[config.mk]
export PLATFORM = sky130hd
export DESIGN_NAME = master_rx_port
export DESIGN_NICKNAME = d
export VERILOG_FILES = /design/src/rtl/master_rx_port.sv
export SDC_FILE = /design/constraint.sdc
export NUM_CORES = 1
export LEC_CHECK = 0
export BUFFER_PORTS_ARGS = -buffer_cell sky130_fd_sc_hd__buf_2
export CAP_MARGIN = 20
export CORE_ASPECT_RATIO = 0.6
export CORE_UTILIZATION = 48
export CTS_CLUSTER_DIAMETER = 200
export DETAILED_ROUTE_END_ITERATION = 7
export PLACE_DENSITY = 0.7
export SLEW_MARGIN = 40
export SYNTH_ARGS = -nofsm -noshare
export SYNTH_HDL_FRONTEND = slang
export SYNTH_SLANG_ARGS = --single-unit
[constraint.sdc]
create_clock -name clk -period 3.3 [get_ports clk]
set_clock_uncertainty 0.05 [all_clocks]
set_input_delay 0.33 -clock clk [delete_from_list [all_inputs] [get_ports clk]]
set_output_delay 0.33 -clock clk [all_outputs]
set_load 0.03 [all_outputs]
[src/rtl/master_rx_port.sv]
// Master-side serial receive port: assembles LANES-wide beats into words after a
// valid/ready handshake and buffers them in a show-ahead FIFO drained by the bus master.
module master_rx_port #(
  parameter int DATA_LEN   = 8,
  parameter int LANES      = 1,
  parameter int BURST_MAX  = 4,
  parameter int FIFO_DEPTH = 4,
  parameter int MSB_FIRST  = 0
) (
  input  logic                          clk,
  input  logic                          reset_n,
  input  logic                          tx_done,
  input  logic [1:0]                    instruction,
  input  logic [$clog2(BURST_MAX):0]    burst_len,
  input  logic [LANES-1:0]              rx_data,
  input  logic                          slave_valid,
  output logic                          master_ready,
  output logic [DATA_LEN-1:0]           data,
  output logic                          data_valid,
  input  logic                          data_ack,
  output logic [$clog2(FIFO_DEPTH):0]   fifo_count,
  output logic                          rx_done,
  output logic                          busy
);

  localparam int BEATS  = DATA_LEN / LANES;
  localparam int BEAT_W = (BEATS > 1) ? $clog2(BEATS) : 1;
  localparam int LEN_W  = $clog2(BURST_MAX) + 1;
  localparam int PTR_W  = $clog2(FIFO_DEPTH);
  localparam int CNT_W  = PTR_W + 1;

  typedef enum logic [1:0] {
    IDLE,
    WAIT_HANDSHAKE,
    RECEIVE
  } state_t;

  state_t              state_reg, state_next;
  logic [BEAT_W-1:0]   beat_reg, beat_next, beat_sel;
  logic [LEN_W-1:0]    word_cnt_reg, word_cnt_next;
  logic [LEN_W-1:0]    len_reg, len_next, len_clamped;
  logic                push_reg, push_next;
  logic                rx_done_reg, rx_done_next;
  logic                ready_reg, ready_next;
  logic                capture;
  logic [DATA_LEN-1:0] word_reg, word_next;

  logic [DATA_LEN-1:0] mem [FIFO_DEPTH];
  logic [PTR_W-1:0]    wr_ptr_reg, wr_ptr_next;
  logic [PTR_W-1:0]    rd_ptr_reg, rd_ptr_next;
  logic [CNT_W-1:0]    count_reg, count_next;
  logic [DATA_LEN-1:0] head_reg, head_next;
  logic                pop;

  always_comb begin
    if (burst_len == '0) begin
      len_clamped = LEN_W'(1);
    end else if (burst_len > LEN_W'(BURST_MAX)) begin
      len_clamped = LEN_W'(BURST_MAX);
    end else begin
      len_clamped = burst_len;
    end
  end

  // Each beat slot of the word register loads only when its beat index is captured.
  genvar gi;
  generate
    for (gi = 0; gi < BEATS; gi++) begin : g_slot
      localparam int POS = (MSB_FIRST != 0) ? (DATA_LEN - (gi + 1) * LANES) : (gi * LANES);
      assign word_next[POS +: LANES] = (capture && (beat_sel == BEAT_W'(gi))) ?
                                       rx_data : word_reg[POS +: LANES];
    end
  endgenerate

  always_comb begin
    pop         = data_ack && (count_reg != '0);
    wr_ptr_next = push_reg ? (wr_ptr_reg + PTR_W'(1)) : wr_ptr_reg;
    rd_ptr_next = pop ? (rd_ptr_reg + PTR_W'(1)) : rd_ptr_reg;
    count_next  = count_reg;
    if (push_reg && !pop) begin
      count_next = count_reg + CNT_W'(1);
    end else if (!push_reg && pop) begin
      count_next = count_reg - CNT_W'(1);
    end
    // The head register is reloaded every cycle; bypass the word being written
    // when it becomes the new head.
    if (count_next == '0) begin
      head_next = '0;
    end else if (push_reg && (rd_ptr_next == wr_ptr_reg)) begin
      head_next = word_reg;
    end else begin
      head_next = mem[rd_ptr_next];
    end
  end

  // A completed word spends one cycle in word_reg before it is written; the slot
  // was reserved by the handshake, so master_ready stays low until the push lands.
  always_comb begin
    state_next    = state_reg;
    beat_next     = beat_reg;
    word_cnt_next = word_cnt_reg;
    len_next      = len_reg;
    push_next     = 1'b0;
    rx_done_next  = 1'b0;
    capture       = 1'b0;
    beat_sel      = beat_reg;
    if (push_reg) begin
      word_cnt_next = word_cnt_reg + LEN_W'(1);
      if (word_cnt_next >= len_reg) begin
        state_next   = IDLE;
        rx_done_next = 1'b1;
      end else begin
        state_next = WAIT_HANDSHAKE;
      end
    end else begin
      case (state_reg)
        IDLE: begin
          if ((instruction == 2'b11) && tx_done && !rx_done_reg) begin
            state_next    = WAIT_HANDSHAKE;
            word_cnt_next = '0;
            len_next      = len_clamped;
            beat_next     = '0;
          end
        end
        WAIT_HANDSHAKE: begin
          if (slave_valid && ready_reg) begin
            capture  = 1'b1;
            beat_sel = '0;
            if (BEATS == 1) begin
              push_next = 1'b1;
            end else begin
              state_next = RECEIVE;
              beat_next  = BEAT_W'(1);
            end
          end
        end
        RECEIVE: begin
          capture = 1'b1;
          if (beat_reg == BEAT_W'(BEATS - 1)) begin
            push_next = 1'b1;
            beat_next = '0;
          end else begin
            beat_next = beat_reg + BEAT_W'(1);
          end
        end
        default: state_next = IDLE;
      endcase
    end
    ready_next = (state_next != RECEIVE) && !push_next &&
                 (count_next < CNT_W'(FIFO_DEPTH));
  end

  always_ff @(posedge clk or negedge reset_n) begin
    if (!reset_n) begin
      state_reg    <= IDLE;
      beat_reg     <= '0;
      word_cnt_reg <= '0;
      len_reg      <= LEN_W'(1);
      push_reg     <= 1'b0;
      rx_done_reg  <= 1'b0;
      ready_reg    <= 1'b1;
      word_reg     <= '0;
    end else begin
      state_reg    <= state_next;
      beat_reg     <= beat_next;
      word_cnt_reg <= word_cnt_next;
      len_reg      <= len_next;
      push_reg     <= push_next;
      rx_done_reg  <= rx_done_next;
      ready_reg    <= ready_next;
      word_reg     <= word_next;
    end
  end

  always_ff @(posedge clk or negedge reset_n) begin
    if (!reset_n) begin
      wr_ptr_reg <= '0;
      rd_ptr_reg <= '0;
      count_reg  <= '0;
      head_reg   <= '0;
    end else begin
      wr_ptr_reg <= wr_ptr_next;
      rd_ptr_reg <= rd_ptr_next;
      count_reg  <= count_next;
      head_reg   <= head_next;
    end
  end

  always_ff @(posedge clk) begin
    if (push_reg) begin
      mem[wr_ptr_reg] <= word_reg;
    end
  end

  assign master_ready = ready_reg;
  assign data         = head_reg;
  assign data_valid   = (count_reg != '0);
  assign fifo_count   = count_reg;
  assign rx_done      = rx_done_reg;
  assign busy         = (state_reg != IDLE);

endmodule

==> metrics.cfg <==
[run_status]
status=completed

[worst_hold_path]
worstHoldPathCells=3
min_from=burst_len[2]
holdPathEnd=len_reg[2]$_DFFE_PN0P_
hp-class=in2reg

[routing]
drc_errors=0
drt_wl_total_um=7751
dr.pass1.iters=4
drtAntennaViolNets=0
wl_per_cell_um=16.53
vias=2622
drtIter0Drc=199
viasPerCell=5.591

[sta]
fin_crit_ps=2489
relSlewSlack_pct=51.02
slew_viol_final=0
hold-worst-slack_ps=180.3
hold_viol=0
setup_viol=0
fin_setup_tns_ps=0
fmax_mhz=401.8
finalCritPeriodShare_pct=75.43
tightest_slew_ps=734.6
rsz0062_at_grt=no
timing.final.ws_setup_ps=810.9

[pwr]
powerDensity_nw_per_um2=801.2
internal_power_w=0.002070
p_comb_share_pct=38.9
p_leak_nw=1.742
power.total_w=0.003371
switching_share_pct=38.61
clockPowerShare_pct=26.1
seq_power_share_pct=35.0
max-vdd-ir-drop_uv=466.2
p_switching_w=0.001302

[clocking]
htreeDepth=3
cts_tree=yes
post-cts-setup-buffer-count=0
clock_latency_ps=340
root_buffer=clkbuf_16
numCtsBuffers=9
cts_resized=0
cts_hold_repair.buffers=1
cts_sinks=69
cts.path.max_buffers=2
clk_pin_slew_ps=60

[final_layout]
largest_reg_flops=32
multiInputGateArea_um2=1697
num_antenna_cells=0
fill_cells=626
final_cell_mix=35 x dfrtp_1, 32 x edfxtp_1, 31 x nor2_1
post-route-util_pct=56.50
fin_nets=389
final_common_cell=dfrtp_1
seq_area_um2=1889
area_growth_pct=11.43
drive_gt1_share_pct=17.53

[setup_path]
slowest_stage=and2_1
timing.rr.start=fifo_count[0]$_DFF_PN0_
reg2reg_depth=7
cp_max_fo=38
r2r_slack_ps=810
end_kind=flip-flop
path_buf_inv=1
worstPathCellList=inv_1 > ha_1 > nand2b_4 > and2_1 > a221oi_1 > o221ai_1 > a211oi_1
critPathMaxStageDelay_ps=460
worst_r2r_endpoint=data[4]$_DFF_PN0_
required_ps=3480
cp-start-kind=flip-flop
cp_data_arrival_time_ps=2670
cpLargestDelayFamily=compound AO/OA/AOI/OAI gates
path_class=reg2reg

[synthesis]
synth_top_area_cell=edfxtp_1
ys_seq_elements=69
synth_area_um2=3776
synth_cells=344
synth_edf_count=32
yosys_most_used_dff=dfrtp_1
synth.net_count=373
avgSynthCellArea_um2=10.98
synth.area.top_cells=edfxtp_1 25%, dfrtp_1 23%, ha_1 6.0%, a211oi_1 4.6%, nor2_1 3.1%
yosysUniqueCellTypes=55
async_flop_share_pct=53.62
seq_area_frac_synth_pct=50.03
yosysWarningCount=0
synth_top_area_share_pct=25.45

[grt]
grt_pass1_vias=2395
grtUsageTotal_pct=21.40
grt_max_degree=59
antenna_found_initial=0
grt_pass1_wl_um=12820
globalRouteOverflowTotal=0

[floorplan]
start_util_pct=50.71
ios=26
die_h_um=70.71
dieArea_um2=8237
dieWidth_um=116.5
num_rows=24
core_um2=7447

[run]
maxCapViolations=0

[placed_design]
dpl.hpwl_um=5473
io_buffers=25
pre_cts_slack_ps=826.4
gp_congestion=0.8291

## layer usage
metal | share of wire [%] | track usage [%]
met1 | 52 | 34.15
met2 | 37 | 25.77
met3 | 9.4 | 8.141
met4 | 1.1 | 6.410
met5 | 0 | 0
## logic make-up after synthesis
logic type | Yosys count | synth area share, %
AOI/OAI and AO/OA | 93 | 18.49
xor gates and xnor gates | 6 | 1.392
adders and majority gates | 18 | 5.964
buffers and inverters | 39 | 5.036
DFF | 69 | 50.03
muxes | 11 | 3.214
and+or+nand+nor | 108 | 15.87
## through the flow
step / cell area, µm² / instances
final: 4208 / 469
after global routing: 4208 / 469
after CTS: 4208 / 469
after detailed placement: 3923 / 452
after global placement: 3920 / 452
after floorplan: 3776 / 344
## cell type report
class / count / area share, %
sequential: 69 / 44.90
multi-input combinational: 236 / 40.32
clock buffer: 9 / 5.352
timing repair buffer: 29 / 3.806
tap: 104 / 3.092
inverter: 15 / 1.338
clock inverter: 7 / 1.189
## worst reg2reg max path, stage by stage (launching register included)
cell and delay (ps):
dfrtp_1 430, inv_1 140, ha_1 230, nand2b_4 240, and2_1 460, a221oi_1 380, o221ai_1 160, a211oi_1 300
## cell usage after synthesis, types with 5 or more instances
library cell   n
dfrtp_1       35
nand3_1        7
ha_1          18
a221oi_1       8
and2_1         5
nand2_1       15
buf_2         11
a21oi_1       13
mux2_2         9
o221ai_1       8
edfxtp_1      32
a211oi_1      23
clkbuf_1       7
and4b_1        8
a2bb2oi_1      8
o21ai_0       17
nor2b_1       17
nor2_1        31
inv_1         13
## how the worst max path moves through the flow
| stage | from | endpoint | slack (ps) | depth (start not counted) |
|---|---|---|---|---|
| 4_1_cts | fifo_count[0]$_DFF_PN0_ | data[4]$_DFF_PN0_ | 820 | 7 |
| 6_report | fifo_count[0]$_DFF_PN0_ | data[4]$_DFF_PN0_ | 810 | 7 |
| 3_5_place_dp | fifo_count[0]$_DFF_PN0_ | data[4]$_DFF_PN0_ | 830 | 7 |
| 3_3_place_gp | fifo_count[0]$_DFF_PN0_ | data[4]$_DFF_PN0_ | 930 | 7 |
| 2_1_floorplan | fifo_count[0]$_DFF_PN0_ | data[5]$_DFF_PN0_ | 1100 | 9 |
| 5_1_grt | fifo_count[0]$_DFF_PN0_ | data[4]$_DFF_PN0_ | 510 | 7 |
## power groups by stage
stage          Sequential (W)  Combinational [W]  Clock [W]
2_1_floorplan         0.00128           0.000955          0
3_3_place_gp          0.00119            0.00128          0
3_5_place_dp          0.00119            0.00130          0
4_1_cts               0.00118            0.00131   0.000900
5_1_grt               0.00120            0.00145   0.000940
6_report              0.00118            0.00131   0.000881
Power figures use the tool's default switching activity.
